<file path="config.mk">
export PLATFORM = sky130hd
export DESIGN_NAME = mc_ctrl_hs
export DESIGN_NICKNAME = d
export VERILOG_FILES = /design/src/rtl/mc_ctrl_pkg.sv /design/src/rtl/mc_mem_wait_timer.sv /design/src/rtl/mc_ctrl_hs.sv
export SDC_FILE = /design/constraint.sdc
export NUM_CORES = 1
export LEC_CHECK = 0
export BUFFER_PORTS_ARGS = -buffer_cell sky130_fd_sc_hd__buf_4
export CAP_MARGIN = 30
export CORE_ASPECT_RATIO = 2
export CORE_UTILIZATION = 44
export CTS_CLUSTER_DIAMETER = 100
export DETAILED_ROUTE_END_ITERATION = 10
export MAX_ROUTING_LAYER = met4
export PLACE_DENSITY = 0.72
export RECOVER_POWER = 25
export SLEW_MARGIN = 10
export SYNTH_ARGS = -nofsm -noshare
export SYNTH_HDL_FRONTEND = slang
export SYNTH_SLANG_ARGS = --single-unit
export TNS_END_PERCENT = 50
</file>
<file path="constraint.sdc">
create_clock -name clk_i -period 2.4 [get_ports clk_i]
set_clock_uncertainty 0.05 [all_clocks]
set_input_delay 0 -clock clk_i [delete_from_list [all_inputs] [get_ports clk_i]]
set_output_delay 0 -clock clk_i [all_outputs]
set_load 0.005 [all_outputs]
</file>
<file path="src/rtl/mc_ctrl_pkg.sv">
// Shared types for the handshaked multicycle MIPS control unit: states, opcodes,
// datapath select encodings, trap causes and the decoded instruction class.
package mc_ctrl_pkg;

    typedef enum logic [3:0] {
        ST_FETCH   = 4'd0,
        ST_DECODE  = 4'd1,
        ST_MEMADR  = 4'd2,
        ST_MEMRD   = 4'd3,
        ST_MEMWB   = 4'd4,
        ST_MEMWR   = 4'd5,
        ST_EXEC    = 4'd6,
        ST_RWB     = 4'd7,
        ST_BRANCH  = 4'd8,
        ST_JUMP    = 4'd9,
        ST_ADDI_EX = 4'd10,
        ST_ADDI_WB = 4'd11,
        ST_TRAP    = 4'd12
    } state_t;

    localparam logic [5:0] OP_R    = 6'b000000;
    localparam logic [5:0] OP_LW   = 6'b100011;
    localparam logic [5:0] OP_SW   = 6'b101011;
    localparam logic [5:0] OP_BEQ  = 6'b000100;
    localparam logic [5:0] OP_BNE  = 6'b000101;
    localparam logic [5:0] OP_ADDI = 6'b001000;
    localparam logic [5:0] OP_J    = 6'b000010;

    localparam logic [1:0] ALU_ADD   = 2'b00;
    localparam logic [1:0] ALU_SUB   = 2'b01;
    localparam logic [1:0] ALU_FUNCT = 2'b10;

    localparam logic [1:0] SRCB_B       = 2'b00;
    localparam logic [1:0] SRCB_FOUR    = 2'b01;
    localparam logic [1:0] SRCB_IMM     = 2'b10;
    localparam logic [1:0] SRCB_IMM_SH2 = 2'b11;

    localparam logic [1:0] PCSRC_ALU    = 2'b00;
    localparam logic [1:0] PCSRC_ALUOUT = 2'b01;
    localparam logic [1:0] PCSRC_JUMP   = 2'b10;

    localparam logic [1:0] CAUSE_NONE    = 2'b00;
    localparam logic [1:0] CAUSE_ILLEGAL = 2'b01;
    localparam logic [1:0] CAUSE_TIMEOUT = 2'b10;

    // CLS_NONE doubles as "illegal opcode" so the reset value of the latch is harmless.
    typedef enum logic [2:0] {
        CLS_NONE = 3'd0,
        CLS_R    = 3'd1,
        CLS_LW   = 3'd2,
        CLS_SW   = 3'd3,
        CLS_BEQ  = 3'd4,
        CLS_BNE  = 3'd5,
        CLS_ADDI = 3'd6,
        CLS_J    = 3'd7
    } cls_t;

    typedef struct packed {
        logic       pc_write;
        logic       pc_write_cond;
        logic       branch_ne;
        logic       i_or_d;
        logic       mem_read;
        logic       mem_write;
        logic       ir_write;
        logic       mem_to_reg;
        logic       alu_src_a;
        logic       reg_write;
        logic       reg_dst;
        logic [1:0] pc_source;
        logic [1:0] alu_op;
        logic [1:0] alu_src_b;
    } ctrl_t;

    function automatic cls_t decode_op(input logic [5:0] op, input logic bne_en);
        cls_t c;
        case (op)
            OP_R:    c = CLS_R;
            OP_LW:   c = CLS_LW;
            OP_SW:   c = CLS_SW;
            OP_BEQ:  c = CLS_BEQ;
            OP_BNE:  c = bne_en ? CLS_BNE : CLS_NONE;
            OP_ADDI: c = CLS_ADDI;
            OP_J:    c = CLS_J;
            default: c = CLS_NONE;
        endcase
        return c;
    endfunction

    function automatic logic is_mem_state(input state_t s);
        return (s == ST_FETCH) || (s == ST_MEMRD) || (s == ST_MEMWR);
    endfunction

endpackage

</file>
<file path="src/rtl/mc_mem_wait_timer.sv">
// Counts consecutive not-ready cycles in a memory state; expire_o is combinational and
// fires on the MEM_TIMEOUT-th not-ready cycle unless mem_ready arrives that same cycle.
module mc_mem_wait_timer #(
    parameter int MEM_TIMEOUT = 15,
    parameter int TW          = 4
) (
    input  logic clk_i,
    input  logic rst_n_i,
    input  logic clear_i,
    input  logic count_en_i,
    input  logic mem_ready_i,
    output logic expire_o
);
    import mc_ctrl_pkg::*;

    localparam logic [TW-1:0] LIMIT   = TW'(MEM_TIMEOUT - 1);
    localparam logic [TW-1:0] CNT_MAX = '1;

    logic [TW-1:0] cnt_q, cnt_d;

    // Saturating so a disabled timeout (MEM_TIMEOUT=0) cannot wrap during a long stall.
    always_comb begin
        cnt_d = cnt_q;
        if (clear_i || mem_ready_i) begin
            cnt_d = '0;
        end else if (count_en_i && (cnt_q != CNT_MAX)) begin
            cnt_d = cnt_q + TW'(1);
        end
    end

    always_ff @(posedge clk_i) begin
        if (!rst_n_i) begin
            cnt_q <= '0;
        end else begin
            cnt_q <= cnt_d;
        end
    end

    assign expire_o = (MEM_TIMEOUT != 0) && count_en_i && !clear_i && !mem_ready_i
                      && (cnt_q == LIMIT);

endmodule

</file>
<file path="src/rtl/mc_ctrl_hs.sv">
// Multicycle MIPS control FSM with memory ready handshake, bounded memory wait and a sticky trap.
// Outputs are Moore-decoded except IRWrite/PCWrite in FETCH, which follow mem_ready.
module mc_ctrl_hs #(
    parameter int MEM_TIMEOUT = 15,
    parameter int ENABLE_BNE  = 1,
    parameter int TW          = 4
) (
    input  logic       clk_i,
    input  logic       rst_n_i,
    input  logic [5:0] opcode_i,
    input  logic       mem_ready_i,
    output logic       pc_write_o,
    output logic       pc_write_cond_o,
    output logic       branch_ne_o,
    output logic       i_or_d_o,
    output logic       mem_read_o,
    output logic       mem_write_o,
    output logic       ir_write_o,
    output logic       mem_to_reg_o,
    output logic       alu_src_a_o,
    output logic       reg_write_o,
    output logic       reg_dst_o,
    output logic [1:0] pc_source_o,
    output logic [1:0] alu_op_o,
    output logic [1:0] alu_src_b_o,
    output logic       trap_o,
    output logic [1:0] trap_cause_o,
    output logic [3:0] state_dbg_o
);
    import mc_ctrl_pkg::*;

    state_t     state_q, state_d;
    cls_t       cls_q, cls_d;
    logic       trap_q, trap_d;
    logic [1:0] cause_q, cause_d;
    logic       trap_req;
    logic [1:0] cause_req;
    logic       in_mem;
    logic       expire;
    ctrl_t      ctrl, ctrl_out;

    assign in_mem = is_mem_state(state_q);

    // Counter is held at zero outside memory states, so it is already clear on entry.
    mc_mem_wait_timer #(
        .MEM_TIMEOUT (MEM_TIMEOUT),
        .TW          (TW)
    ) u_timer (
        .clk_i       (clk_i),
        .rst_n_i     (rst_n_i),
        .clear_i     (!in_mem),
        .count_en_i  (in_mem),
        .mem_ready_i (mem_ready_i),
        .expire_o    (expire)
    );

    always_comb begin
        state_d   = state_q;
        cls_d     = cls_q;
        ctrl      = '0;
        trap_req  = 1'b0;
        cause_req = CAUSE_NONE;

        case (state_q)
            ST_FETCH: begin
                ctrl.mem_read  = 1'b1;
                ctrl.alu_src_b = SRCB_FOUR;
                ctrl.alu_op    = ALU_ADD;
                ctrl.pc_source = PCSRC_ALU;
                ctrl.ir_write  = mem_ready_i;
                ctrl.pc_write  = mem_ready_i;
                if (mem_ready_i) begin
                    state_d = ST_DECODE;
                end else if (expire) begin
                    trap_req  = 1'b1;
                    cause_req = CAUSE_TIMEOUT;
                end
            end
            ST_DECODE: begin
                ctrl.alu_src_b = SRCB_IMM_SH2;
                ctrl.alu_op    = ALU_ADD;
                cls_d = decode_op(opcode_i, ENABLE_BNE != 0);
                case (cls_d)
                    CLS_LW, CLS_SW:   state_d = ST_MEMADR;
                    CLS_R:            state_d = ST_EXEC;
                    CLS_BEQ, CLS_BNE: state_d = ST_BRANCH;
                    CLS_ADDI:         state_d = ST_ADDI_EX;
                    CLS_J:            state_d = ST_JUMP;
                    default: begin
                        trap_req  = 1'b1;
                        cause_req = CAUSE_ILLEGAL;
                    end
                endcase
            end
            ST_MEMADR: begin
                ctrl.alu_src_a = 1'b1;
                ctrl.alu_src_b = SRCB_IMM;
                ctrl.alu_op    = ALU_ADD;
                state_d = (cls_q == CLS_SW) ? ST_MEMWR : ST_MEMRD;
            end
            ST_MEMRD: begin
                ctrl.mem_read = 1'b1;
                ctrl.i_or_d   = 1'b1;
                if (mem_ready_i) begin
                    state_d = ST_MEMWB;
                end else if (expire) begin
                    trap_req  = 1'b1;
                    cause_req = CAUSE_TIMEOUT;
                end
            end
            ST_MEMWB: begin
                ctrl.reg_write  = 1'b1;
                ctrl.mem_to_reg = 1'b1;
                state_d = ST_FETCH;
            end
            ST_MEMWR: begin
                ctrl.mem_write = 1'b1;
                ctrl.i_or_d    = 1'b1;
                if (mem_ready_i) begin
                    state_d = ST_FETCH;
                end else if (expire) begin
                    trap_req  = 1'b1;
                    cause_req = CAUSE_TIMEOUT;
                end
            end
            ST_EXEC: begin
                ctrl.alu_src_a = 1'b1;
                ctrl.alu_src_b = SRCB_B;
                ctrl.alu_op    = ALU_FUNCT;
                state_d = ST_RWB;
            end
            ST_RWB: begin
                ctrl.reg_write = 1'b1;
                ctrl.reg_dst   = 1'b1;
                state_d = ST_FETCH;
            end
            ST_BRANCH: begin
                ctrl.alu_src_a     = 1'b1;
                ctrl.alu_src_b     = SRCB_B;
                ctrl.alu_op        = ALU_SUB;
                ctrl.pc_write_cond = 1'b1;
                ctrl.pc_source     = PCSRC_ALUOUT;
                ctrl.branch_ne     = (cls_q == CLS_BNE);
                state_d = ST_FETCH;
            end
            ST_JUMP: begin
                ctrl.pc_write  = 1'b1;
                ctrl.pc_source = PCSRC_JUMP;
                state_d = ST_FETCH;
            end
            ST_ADDI_EX: begin
                ctrl.alu_src_a = 1'b1;
                ctrl.alu_src_b = SRCB_IMM;
                ctrl.alu_op    = ALU_ADD;
                state_d = ST_ADDI_WB;
            end
            ST_ADDI_WB: begin
                ctrl.reg_write = 1'b1;
                state_d = ST_FETCH;
            end
            ST_TRAP: begin
                state_d = ST_TRAP;
            end
            default: begin
                trap_req  = 1'b1;
                cause_req = CAUSE_ILLEGAL;
            end
        endcase

        if (trap_req) begin
            state_d = ST_TRAP;
        end
    end

    // First trap cause sticks; nothing but reset can clear or overwrite it.
    always_comb begin
        trap_d  = trap_q | trap_req;
        cause_d = cause_q;
        if (trap_req && (cause_q == CAUSE_NONE)) begin
            cause_d = cause_req;
        end
    end

    always_ff @(posedge clk_i) begin
        if (!rst_n_i) begin
            state_q <= ST_FETCH;
            cls_q   <= CLS_NONE;
            trap_q  <= 1'b0;
            cause_q <= CAUSE_NONE;
        end else begin
            state_q <= state_d;
            cls_q   <= cls_d;
            trap_q  <= trap_d;
            cause_q <= cause_d;
        end
    end

    assign ctrl_out = rst_n_i ? ctrl : '0;

    assign pc_write_o      = ctrl_out.pc_write;
    assign pc_write_cond_o = ctrl_out.pc_write_cond;
    assign branch_ne_o     = ctrl_out.branch_ne;
    assign i_or_d_o        = ctrl_out.i_or_d;
    assign mem_read_o      = ctrl_out.mem_read;
    assign mem_write_o     = ctrl_out.mem_write;
    assign ir_write_o      = ctrl_out.ir_write;
    assign mem_to_reg_o    = ctrl_out.mem_to_reg;
    assign alu_src_a_o     = ctrl_out.alu_src_a;
    assign reg_write_o     = ctrl_out.reg_write;
    assign reg_dst_o       = ctrl_out.reg_dst;
    assign pc_source_o     = ctrl_out.pc_source;
    assign alu_op_o        = ctrl_out.alu_op;
    assign alu_src_b_o     = ctrl_out.alu_src_b;
    assign trap_o          = trap_q;
    assign trap_cause_o    = cause_q;
    assign state_dbg_o     = state_q;

endmodule

</file>
Yosys cells after proc, flatten, opt, wreduce, memory -nomap -nowiden
Cells that the tools add are included.
{"block": "totals", "elab_cells": 105, "in_bits": 9, "latchBits": 0, "reg_bits": 14, "ram_bits": 0, "output_inout_bits": 24, "memories": 0, "rom_bits": 0}
{"block": "op_classes", "n_eq_ne": 37, "bitwise_logic": 2, "n_mul": 0, "n_reduce_logical": 29, "muxes": 30, "shifts": 0, "order_cmp": 0, "div_mod_pow": 0, "n_addsub": 1}
{"cell": "$pmux 4 s5", "count": 2}
{"cell": "$pmux 4 s9", "count": 1}
{"cell": "$eq 4x4->1 const B", "count": 6}
{"cell": "$pmux 3 s7", "count": 1}
{"cell": "$mux 17", "count": 1}
{"cell": "$eq 4x3->1 const B", "count": 4}
{"cell": "$mux 4", "count": 4}
{"cell": "$eq 3x3->1 const B", "count": 5}
{"cell": "$reduce_or 2->1", "count": 7}
{"cell": "$eq 6x3->1 const B", "count": 2}
{"cell": "$eq 6x6->1 const B", "count": 2}
{"cell": "$mux 1", "count": 12}
{"cell": "$reduce_and 5->1", "count": 2}
{"cell": "$reduce_bool 10->1", "count": 1}
{"cell": "$eq 3x2->1 const B", "count": 3}
{"cell": "$ne 3x3->1 const B", "count": 3}
{"cell": "$reduce_bool 9->1", "count": 1}
{"cell": "$reduce_or 9->1", "count": 1}
{"cell": "$eq 4x2->1 const B", "count": 2}
{"cell": "$ne 7x7->1 const B", "count": 1}
{"cell": "$reduce_or 7->1", "count": 1}
{"cell": "$eq 6x2->1 const B", "count": 1}
{"cell": "$eq 6x4->1 const B", "count": 1}
{"cell": "$logic_not 6->1", "count": 1}
{"cell": "other kinds (22)", "count": 34}

Logic depth before layout (Yosys ltp)
Gate-level depths: netlist (run 1).
{"block": "depth", "depth_word": 10, "depth_mapped": 7, "ltp_nobuf": 7}

Modules after synthesis
From an unflattened synthesis (run 1), not the netlist that was laid out.
{"block": "hier_totals", "hier_cells": 166, "area_unflattened_um2": 1311.3}
{"module": "mc_ctrl_hs", "seq_area_each_um2": 200.2, "area_each_um2": 1092.3, "instances": 1, "cells_per_inst": 141}
{"module": "mc_mem_wait_timer", "seq_area_each_um2": 80.1, "area_each_um2": 219.0, "instances": 1, "cells_per_inst": 25}

Worst setup path before layout (run 1)
Ideal clock, no wire load.
{"block": "synth_timing", "kind": "reg2reg", "startpoint": "reg state_q[0], in the netlist state_dbg_o[0]", "endpoint": "reg u_timer.cnt_q[3]", "period_less_slack_ps": 1609, "setup_slack_ps": 791, "path_stages_with_launch": 7, "n_path_buf": 1, "setup_ps": 70, "t_arrival_ps": 1489, "required_time_ps": 2280, "cell_sequence": "dfxtp_1 buf_6 and2b_4 mux2i_2 a311o_1 or3_1 a21oi_1"}
{"block": "synth_between", "elab_chain_len": 6, "elab_cells_between_ends": 9, "cone_classes": "2 x eq/ne; 7 x reduce/logical"}
{"element": "start, declared", "line": "mc_ctrl_hs.sv:32", "rtl": "state_t state_q, state_d;"}
{"element": "start signal, assigned", "line": "mc_ctrl_hs.sv:191", "rtl": "state_q <= state_d;"}
{"element": "$eq 4x2->1 or $logic_not 4->1 (tied branches)", "line": "mc_ctrl_pkg.sv:91", "rtl": "return (s == ST_FETCH) || (s == ST_MEMRD) || (s == ST_MEMWR);"}
{"element": "$logic_or 1x1->1", "line": "mc_ctrl_pkg.sv:91"}
{"element": "$logic_or 1x1->1 *", "line": "mc_ctrl_pkg.sv:91"}
{"element": "$logic_not 1->1", "line": "mc_ctrl_hs.sv:51", "rtl": ".clear_i (!in_mem),"}
{"element": "$logic_or 1x1->1", "line": "mc_mem_wait_timer.sv:24", "rtl": "if (clear_i || mem_ready_i) begin"}
{"element": "$reduce_or 2->1 (no line)"}
{"element": "end signal, assigned", "line": "mc_mem_wait_timer.sv:35", "rtl": "cnt_q <= cnt_d;"}
{"element": "end, declared", "line": "mc_mem_wait_timer.sv:19", "rtl": "logic [TW-1:0] cnt_q, cnt_d;"}
Every way passes the cells marked *; elsewhere a longest branch is shown, timed or not.
A chain may end at the register's enable or synchronous reset.

Worst setup path in the final report (run 1)
Ends and elaborated chain as after synthesis.

==> qor.yml, run 1 <==
status:
  outcome: "completed"
clock_tree:
  clk_latency_ps: 240
  clk_path_buf_depth: 2
  root_buffer: "clkbuf_8"
  clock_sinks: 14
  postCtsHoldBufs: 0
  cts_resized: 0
  htree_levels: 1
  cts_setup_buffers: 0
  clkTransAtPathRegs_ps: 60
  tritoncts: "done"
  cts_buffers: 3
setup_path:
  timing.rr.end: "u_timer.cnt_q[3]"
  worstSetupEndpointType: "register"
  r2r_cells: 5
  critical_path_arrival_ps: 2150
  crit_start: "state_dbg_o[0]"
  timing.reg2reg.setup_slack_ps: 380
  crit_end: "u_timer.cnt_q[3]"
  cp_max_fo: 17
  startpoint_type: "register"
  r2r_start: "state_dbg_o[0]"
  cp.required_ps: 2520
  path_class: "reg2reg"
synthesis:
  avgSynthCellArea_um2: 7.29
  ys_seq_area_share_pct: 24.2
  netlist_area_um2: 1160
  async_flop_share_pct: 0
  synth_nets: 170
  ys.flop_type: "dfxtp_1"
  ys.warnings.count: 0
  synth_edf_count: 0
  ys_ff_latch: 14
  synth.distinct_cells: 52
  syn_inst: 159
layout:
  mostFrequentLayoutCell: "buf_4"
  multi_input_area_um2: 788
  post-route-util_pct: 57.5
  drive_gt1_share_pct: 25.7
  final_nets: 199
  syn_to_final_growth_pct: 25.9
  antenna_cells: 0
  num-fill-cells: 252
  final-seq-area_um2: 280
  final_cell_mix: "buf_4, nor2_1, nand2_1"
drt:
  wl_met3_um: 102
  met2_length_mm: 1.76
  drtIter0Drc: 14
  drt-wirelength-per-cell_um: 15.3
  drc: 0
  ant_nets: 0
  vias_per_cell: 6.00
  met1_length_mm: 1.28
  top_layer_used: "met4"
  num_vias: 1290
  firstDrtPassIters: 4
  routed_wl_mm: 3.29
global_routing:
  antenna_found_initial: 0
  track_usage_pct: 25.1
  grt_pass1_wl_mm: 5.15
  grt_max_degree: 18
  overflow: 0
  first_global_vias: 1222
job:
  maxCapViolations: 0
min_path:
  hp-class: "in2reg"
  hold_depth: 2
power_and_ir_drop:
  peakVddDrop_v: 0.000531
  cellLeakagePower_uw: 0.000575
  powerDensity_nw_per_um2: 890
sta:
  setup_viol: 0
  fmax_mhz: 494
  timing.slew.headroom_pct: 62.9
  hold_viol: 0
  period_needed_ps: 2020
  worstMarginPinSlew_ps: 556
  final.setup.tns_ps: 0
  finalCritPeriodShare_pct: 84.3
  drv_slew: 0
  rsz0062_at_grt: "no"
floorplan:
  rows: 26
  pin_count: 33
  initial_core_util_pct: 45.7
  die_area_um2: 2850
  die_x_um: 38.3
  core_um2: 2540
  die_y_um: 74.6
placed_design:
  dp_hpwl_mm: 2.58
  port_buffers: 32
  routabilityCongestion: 0.951
-- sequential cells by signal, summed over array words and instances (netlist names) --
name           flops
cls_q              3
state_dbg_o        4
trap_cause_o       2
trap_o             1
u_timer.cnt_q      4
-- metal layers --
metal | vias up | GRT usage (%)
met4 | 0 | 16.3
met5 | - | -
met1 | 592 | 26.3
li1 | 636 | -
met2 | 47 | 43.3
met3 | 15 | 1.19
-- synth_stat cells (all sizes together) (2+ instances only) --
cell / n / share of area, %
nor2b: 4 / 2.2
dfxtp: 14 / 24
xnor2: 5 / 4.4
a21oi: 9 / 3.9
o21ai: 6 / 2.6
nor4: 6 / 3.2
clkbuf: 5 / 1.7
a41oi: 2 / 1.5
nor2: 20 / 6.7
o31ai: 2 / 1.3
nor4b: 6 / 4.5
inv: 4 / 1.3
mux2i: 2 / 2.1
nand3: 5 / 2.2
nor3: 9 / 3.9
and4b: 2 / 1.7
or2: 2 / 1.1
nand2: 16 / 5.2
and2: 4 / 2.2
o21a: 2 / 1.3
ha: 2 / 2.2
buf: 9 / 4.4
-- how the worst min path moves through the flow --
stage                           start    endpoint  slack, ps
after floorplan           mem_ready_i  ir_write_o         80
after global placement        rst_n_i    cls_q[2]        250
after detailed placement      rst_n_i    cls_q[2]        260
after CTS                     rst_n_i    cls_q[2]          5
after global routing          rst_n_i    cls_q[2]         10
final                         rst_n_i    cls_q[2]          7
-- through the flow --
step,power [uW],cell area (um2),hold WS (ps),cells,worst slack (ps)
2_1_floorplan,840,1160,83.3,159,791
3_3_place_gp,1050,1410,254,211,495
3_5_place_dp,1080,1410,259,211,405
4_1_cts,1310,1460,5.29,215,380
5_1_grt,1380,1460,12.0,215,246
6_report,1300,1460,7.35,215,376
-- critical path, cell delays in order (launching register included) --
cell	delay [ps]
dfxtp_1	670
and2b_4	270
mux2i_2	110
a311o_1	360
or3_1	350
a21oi_1	150
-- power breakdown --
group	switching, uW	total [uW]	internal [uW]	leakage [uW]
logic	366	710	344	0.000432
clock network	80.9	226	145	0.0000288
registers	83.0	362	279	0.000114
-- logic make-up after synthesis --
kind of cell | Yosys count | synth area share, %
flops | 14 | 24.2
compound gates | 35 | 21.4
fa+ha+maj | 2 | 2.16
buf+inv | 19 | 7.77
simple gates | 82 | 38.0
xor+xnor | 5 | 4.43
mux | 2 | 2.05
-- layout make-up --
class,instances,area share [%]
inverter,5,1.29
clock buffer,4,3.77
multi-input combinational,126,54.0
timing repair buffer,38,19.3
tap,28,2.40
sequential,14,19.2
Power figures use the tool's default switching activity.
==> inputs of run 2 (changes only) <==
PLACE_DENSITY = 0.75   (was 0.72)
clock period = 1.69 ns   (was 2.4 ns; I/O delays follow)
==> run 2 against run 1 <==
First-iteration DRC count grew to 3.2 times the previous value. Final cell count up 3.3%. Via count increased by 3.6%.
==> qor.yml, run 2 (synthesis results as in run 1) <==
layout:
  syn_to_final_growth_pct: 35.4
  final_cell_mix: "buf_4, nor2_1, nand2_1"
  drive_gt1_share_pct: 33.0  # +7.3 points
  antenna_cells: 0  # unchanged
  fin_cells: 222  # +3.3%
  mostFrequentLayoutCell: "buf_4"
  final_area_um2: 1570  # +7.5%
  final_nets: 206  # +3.5%
sta:
  drv_slew: 0  # unchanged
  rsz0062_at_grt: "yes"
  worstMarginPinSlew_ps: 510  # -46.2 ps
  setup_viol: 0  # unchanged
  finalCritPeriodShare_pct: 99.9  # +16 points
  timing.slew.headroom_pct: 65.1  # +2.3 points
  hold_viol: 0  # unchanged
  period_needed_ps: 1690  # -335 ps
  final.setup.tns_ps: 0  # unchanged
  fmax_mhz: 592  # +20%
  setup_ws_ps: 1.14  # -375 ps
power_and_ir_drop:
  p_comb_share_pct: 60.2  # +5.5 points
  p_clk_share_pct: 16.3  # -1.1 points
  intPower_uw: 1210  # +57%
  pwr-share-seq_pct: 23.5  # -4.4 points
  switching_power_uw: 834  # +57%
  peakVddDrop_v: 0.000985  # +86%
  powerDensity_nw_per_um2: 1300  # +46%
  swShare_pct: 40.8  # about the same
  cellLeakagePower_uw: 0.000621  # +8.1%
global_routing:
  grt_max_degree: 16  # -2
  grt_use_met2_pct: 46.0  # +2.6 points
  use_met3_pct: 2.09  # +0.90 points
  first_global_vias: 1210  # -0.98%
  met1_usage_pct: 24.6  # -1.7 points
  busiest_layer: "met2"
  track_usage_pct: 25.1  # about the same
  overflow: 0  # unchanged
  antenna_found_initial: 0  # unchanged
  grt_pass1_wl_mm: 5.12  # -0.54%
drt:
  routed_wl_mm: 3.34  # +1.5%
  num_vias: 1337  # +3.6%
  drt-wirelength-per-cell_um: 15.1  # -1.7%
  drtIter0Drc: 45  # +31
  vias_per_cell: 6.02  # +0.38%
  ant_nets: 0  # unchanged
  firstDrtPassIters: 4  # unchanged
  drc: 0  # unchanged
clock_tree:
  htree_levels: 1  # unchanged
  clkTransAtPathRegs_ps: 60  # about the same
  clock_sinks: 14  # unchanged
  cts_setup_buffers: 0  # unchanged
  postCtsHoldBufs: 0  # unchanged
  clk_latency_ps: 250  # about the same
  cts_buffers: 3  # unchanged
  root_buffer: "clkbuf_8"
  tritoncts: "done"
  clk_path_buf_depth: 2  # unchanged
floorplan:
  initial_core_util_pct: 45.7  # unchanged
  pin_count: 33  # unchanged
  die_y_um: 74.6  # unchanged
  die_area_um2: 2850  # unchanged
  rows: 26  # unchanged
  die_x_um: 38.3  # unchanged
  core_um2: 2540  # unchanged
min_path:
  hp-class: "in2reg"
  hold_depth: 2  # unchanged
  min_from: "rst_n_i"
  hold_end: "cls_q[2]"
setup_path:
  r2r_start: "state_dbg_o[2]"
  critical_path_arrival_ps: 1820  # -330 ps
  cp.required_ps: 1820  # -700 ps
  timing.reg2reg.setup_slack_ps: 1  # -380 ps
  timing.rr.end: "u_timer.cnt_q[3]"
  cp_max_fo: 5  # -12
  worst_path_max_delay_cell: "a311o_1"
  r2r_cells: 5  # unchanged
  startpoint_type: "register"
  cp_slowest_stage_delay_ps: 350  # -320 ps
  path_class: "reg2reg"
  path_cells: "and2b_4 > mux2i_2 > a311o_1 > or3_1 > a21oi_1"
  worstSetupEndpointType: "register"
placed_design:
  pre_cts_slack_ps: 0.720  # -404 ps
  dp_hpwl_mm: 2.55  # -0.98%
  dp_cells: 218  # +3.3%
  routabilityCongestion: 0.866  # -8.9%
  placed_cell_area_um2: 1460  # +3.7%
  port_buffers: 32  # unchanged
status:
  outcome: "completed"
job:
  maxCapViolations: 0  # unchanged
## run 2: changes by cell type in the layout (fill, tap and decap cells not counted), sizes merged
| cell | delta |
|---|---|
| buf | +10 |
| clkbuf | -3 |
## run 2: final cells by class
type,count,area [um2]
timing repair buffer,45,330
multi-input combinational,126,846
fill,251,968
inverter,5,18.8
clock buffer,4,55.1
sequential,14,284
tap,28,35.0
## run 2: stage by stage
stage	total power, uW	hold slack (ps)	util (%)
floorplan	1190	83.3	-
global placement	1590	249	57.5
global route	2180	15.4	61.8
finish	2040	2.11	61.8
detailed placement	1630	258	57.5
CTS	1980	4.27	60.2
## run 2: per-layer routing
metal,vias up,share of wire [%]
met5,-,0
met4,0,2.6
met3,8,3.0
met2,38,57
met1,635,37
li1,656,-
## run 2: power groups by stage
stage / combinational (uW) / sequential (uW) / clock (uW)
2_1_floorplan: 733 / 459 / 0
3_3_place_gp: 1120 / 474 / 0
3_5_place_dp: 1150 / 483 / 0
4_1_cts: 1170 / 478 / 337
5_1_grt: 1340 / 491 / 355
6_report: 1230 / 481 / 333
## run 2: how the worst max path moves through the flow
stage,from,endpoint,slack [ps],cells after the start
3_5_place_dp,state_dbg_o[2],u_timer.cnt_q[3],0.7,5
3_3_place_gp,state_dbg_o[2],u_timer.cnt_q[3],60,5
6_report,state_dbg_o[2],u_timer.cnt_q[3],1,5
4_1_cts,state_dbg_o[2],u_timer.cnt_q[3],2,5
5_1_grt,state_dbg_o[2],u_timer.cnt_q[3],-50,5
2_1_floorplan,state_dbg_o[0],u_timer.cnt_q[3],80,6
## run 2: worst max-delay path: cells and delay by family (launching register included)
family,cells,cell delay (ps)
mux,1,110
simple gates,2,620
flops,1,340
compound gates,2,500
## run 2: repair_timing
| item | in CTS | in global routing |
|---|---|---|
| endpoints found under the hold margin | 0 | 0 |
| endpoints found under the setup margin | 2 | 10 |
| gates resized for setup | 4 | 8 |
| pin swaps | 1 | 0 |
==> inputs of run 3 (changes only) <==
PLACE_DENSITY = 0.74   (was 0.75)
SETUP_SLACK_MARGIN = 0.15   (was default)
SYNTH_HIERARCHICAL = 1   (was default)
==> run 3 against run 2 <==
The flow now finishes with violations (setup timing). Register-to-register slack worse by 390 ps. Die area is 13% higher. Routed wire length is 23% higher. Sequential power is 11% higher. Sequential share of layout area is 3.1 points lower. Core utilization is 7.6 points higher. Non-clock buffer count is 24 higher. Total power is 48% higher. Worst hold slack better by 94 ps. Maximum frequency is 19% lower. Via count is 11% higher. Critical path type unchanged. Largest cell class unchanged. Largest power group unchanged. Highest routed layer unchanged.
==> qor.yml, run 3 <==
power_and_ir_drop:
  powerDensity_nw_per_um2: 1550  # +19%
  peakVddDrop_v: 0.00113  # +15%
  cellLeakagePower_uw: 0.000819  # +32%
drt:
  firstDrtPassIters: 4  # unchanged
  vias_per_cell: 5.92  # -1.7%
  drc: 0  # unchanged
  drt-wirelength-per-cell_um: 16.3  # +8.4%
  drtIter0Drc: 31  # -31%
  num_vias: 1486  # +11%
  ant_nets: 0  # unchanged
  routed_wl_mm: 4.10  # +23%
sta:
  hold_viol: 0  # unchanged
  fmax_mhz: 481  # -19%
  setup_viol: 18  # +18
  drv_slew: 0  # unchanged
  worstMarginPinSlew_ps: 805  # +295 ps
  timing.slew.headroom_pct: 44.9  # -20 points
  finalCritPeriodShare_pct: 123  # +23 points
  period_needed_ps: 2080  # +389 ps
  setup_ws_ps: -388  # -389 ps
  rsz0062_at_grt: "yes"
setup_path:
  cp_max_fo: 4  # -1
  critical_path_arrival_ps: 2220  # +400 ps
  startpoint_type: "register"
  crit_buf_inv: 0  # unchanged
  worst_path_most_repeated_cell: "a21oi_2"
  cp_slowest_stage_delay_ps: 420  # +70 ps
  timing.reg2reg.setup_slack_ps: -390  # -390 ps
  worstSetupEndpointType: "register"
  path_cells: "nor3_2 > a21oi_2 > nor2_4 > nand4_1 > nor3_1 > or2b_4 > or4_4 > a21oi_2 > o31a_2"
  path_class: "reg2reg"
  crit_family: "simple AND/OR/NAND/NOR gates"
  worst_path_max_delay_cell: "or4_4"
  cp.required_ps: 1840  # +20 ps
clock_tree:
  htree_levels: 1  # unchanged
  cts_buffers: 3  # unchanged
  tritoncts: "done"
  clkTransAtPathRegs_ps: 60  # about the same
  clk_latency_ps: 250  # about the same
  root_buffer: "clkbuf_8"
  clk_path_buf_depth: 2  # unchanged
  clock_sinks: 14  # unchanged
placed_design:
  dp_hpwl_mm: 2.80  # +9.7%
  pre_cts_slack_ps: -464  # -465 ps
  port_buffers: 32  # unchanged
  placed_cell_area_um2: 1640  # +13%
  routabilityCongestion: 0.924  # +6.6%
floorplan:
  die_area_um2: 3220  # +13%
  pin_count: 33  # unchanged
  initial_core_util_pct: 46.8  # +1.1 points
  core_um2: 2800  # +11%
  die_x_um: 40.6  # +6.0%
  rows: 27  # +3.8%
  die_y_um: 79.2  # +6.2%
synthesis:
  ys_ff_latch: 14  # unchanged
  synth_nets: 177  # +4.1%
  ys_seq_area_share_pct: 21.4  # -2.8 points
  netlist_area_um2: 1310  # +13%
  syn_inst: 166  # +4.4%
  synth.distinct_cells: 60  # +15%
  ys.warnings.count: 6  # +6
  avgSynthCellArea_um2: 7.90  # +8.4%
  yosysMostFrequentCell: "nor3_1"
  ys.flop_type: "dfxtp_1"
  yosysTopAreaCell: "dfxtp_1"
  synth_edf_count: 0  # unchanged
  async_flop_share_pct: 0  # unchanged
  synth_top_cell_area_share_pct: 21.4  # -2.8 points
  synth.area.top_cells: "dfxtp_1, clkbuf_8, nor3_1"
  synth_common_cells: "nor3_1, nor2_1, dfxtp_1"
status:
  outcome: "complete, but fails checks"
  violations: "setup timing"
global_routing:
  first_global_vias: 1383  # +14%
  grt_pass1_wl_mm: 6.00  # +17%
  track_usage_pct: 27.2  # +2.0 points
  grt_max_degree: 27  # +11
  antenna_found_initial: 0  # unchanged
  overflow: 0  # unchanged
job:
  maxCapViolations: 0  # unchanged
layout:
  num-fill-cells: 252  # +0.40%
  mostFrequentLayoutCell: "buf_4"
  final_area_um2: 1950  # +24%
  antenna_cells: 0  # unchanged
  syn_to_final_growth_pct: 48.6
  drive_gt1_share_pct: 49.5  # +17 points
  final_nets: 234  # +14%
  final_cell_mix: "buf_4, nor3_1, nor2_1"
min_path:
  hp-class: "in2reg"
==> run 3: cell types whose count changed after synthesis, sizes merged, moves of 4 or more <==
cell    change
clkbuf      +9
nor3        +9
buf         -6
nand2       -6
and2        -4
nor2        -4
xnor2       -4
==> run 3: cell families after synthesis <==
group,after synthesis,share of synthesized area [%]
AND/OR/NAND/NOR,83,37.6
AO/OA/AOI/OAI,38,21.3
buffers and inverters,24,14.3
flip-flops,14,21.4
XOR/XNOR,4,2.67
adder cells (fa/ha/maj),2,1.91
multiplexers,1,0.859
==> run 3: path summary, 6_finish.rpt <==
path / depth (start not counted) / to / from
worst max-delay path: 9 / state_dbg_o[2] / state_dbg_o[2]
worst min-delay path: 3 / state_dbg_o[2] / mem_ready_i
worst max register to register: 9 / state_dbg_o[2] / state_dbg_o[2]
worst min register to register: 2 / trap_cause_o[1] / trap_cause_o[1]
==> run 3: power breakdown <==
| group | leakage, uW | switching (uW) | total (uW) | internal, uW |
|---|---|---|---|---|
| logic | 0.000674 | 1000 | 2160 | 1160 |
| registers | 0.000116 | 106 | 535 | 429 |
| clock network | 0.0000288 | 129 | 336 | 207 |
| total | 0.000819 | 1240 | 3030 | 1790 |
==> run 3: area by class of cell <==
type / instances / area (um2) / area share (%)
sequential: 14 / 293 / 15.0
timing repair buffer: 69 / 573 / 29.4
inverter: 7 / 26.3 / 1.35
tap: 29 / 36.3 / 1.86
clock buffer: 4 / 55.1 / 2.83
multi-input combinational: 128 / 965 / 49.5
==> run 3: per-layer routing <==
metal  GRT usage, %  part of all wire [%]  routed length (um)  vias up
met5              -                     0                   0        -
li1               -                     -                   -      729
met2           49.7                    60                2450       38
met3           1.96                   2.1                  86       11
met4           14.7                   3.6                 149        0
met1           24.7                    34                1410      708
==> run 3: what timing repair did <==
action	4_1_cts	5_1_grt
buffers inserted	6	5
pin swaps	8	8
endpoints found under the hold margin	2	0
resized for setup	19	19
endpoints found under the setup margin	21	25
hold buffers	1	0
==> run 3: through the flow <==
step / util [%] / total power [uW] / hold slack (ps) / cells / setup TNS [ps]
finish: 69.5 / 3030 / 96.6 / 251 / -3870
detailed placement: 58.6 / 2200 / 263 / 235 / -3100
global route: 69.5 / 3230 / 110 / 251 / -5660
floorplan: - / 1620 / 43.8 / 166 / -2470
global placement: 58.6 / 2150 / 269 / 235 / -2610
CTS: 64.8 / 2740 / 89.9 / 246 / -2680
==> run 3: worst register-to-register path, stage by stage (launching register included) <==
cell,delay [ps]
dfxtp_4,370
nor3_2,210
a21oi_2,80
nor2_4,110
nand4_1,80
nor3_1,150
or2b_4,290
or4_4,420
a21oi_2,130
o31a_2,120
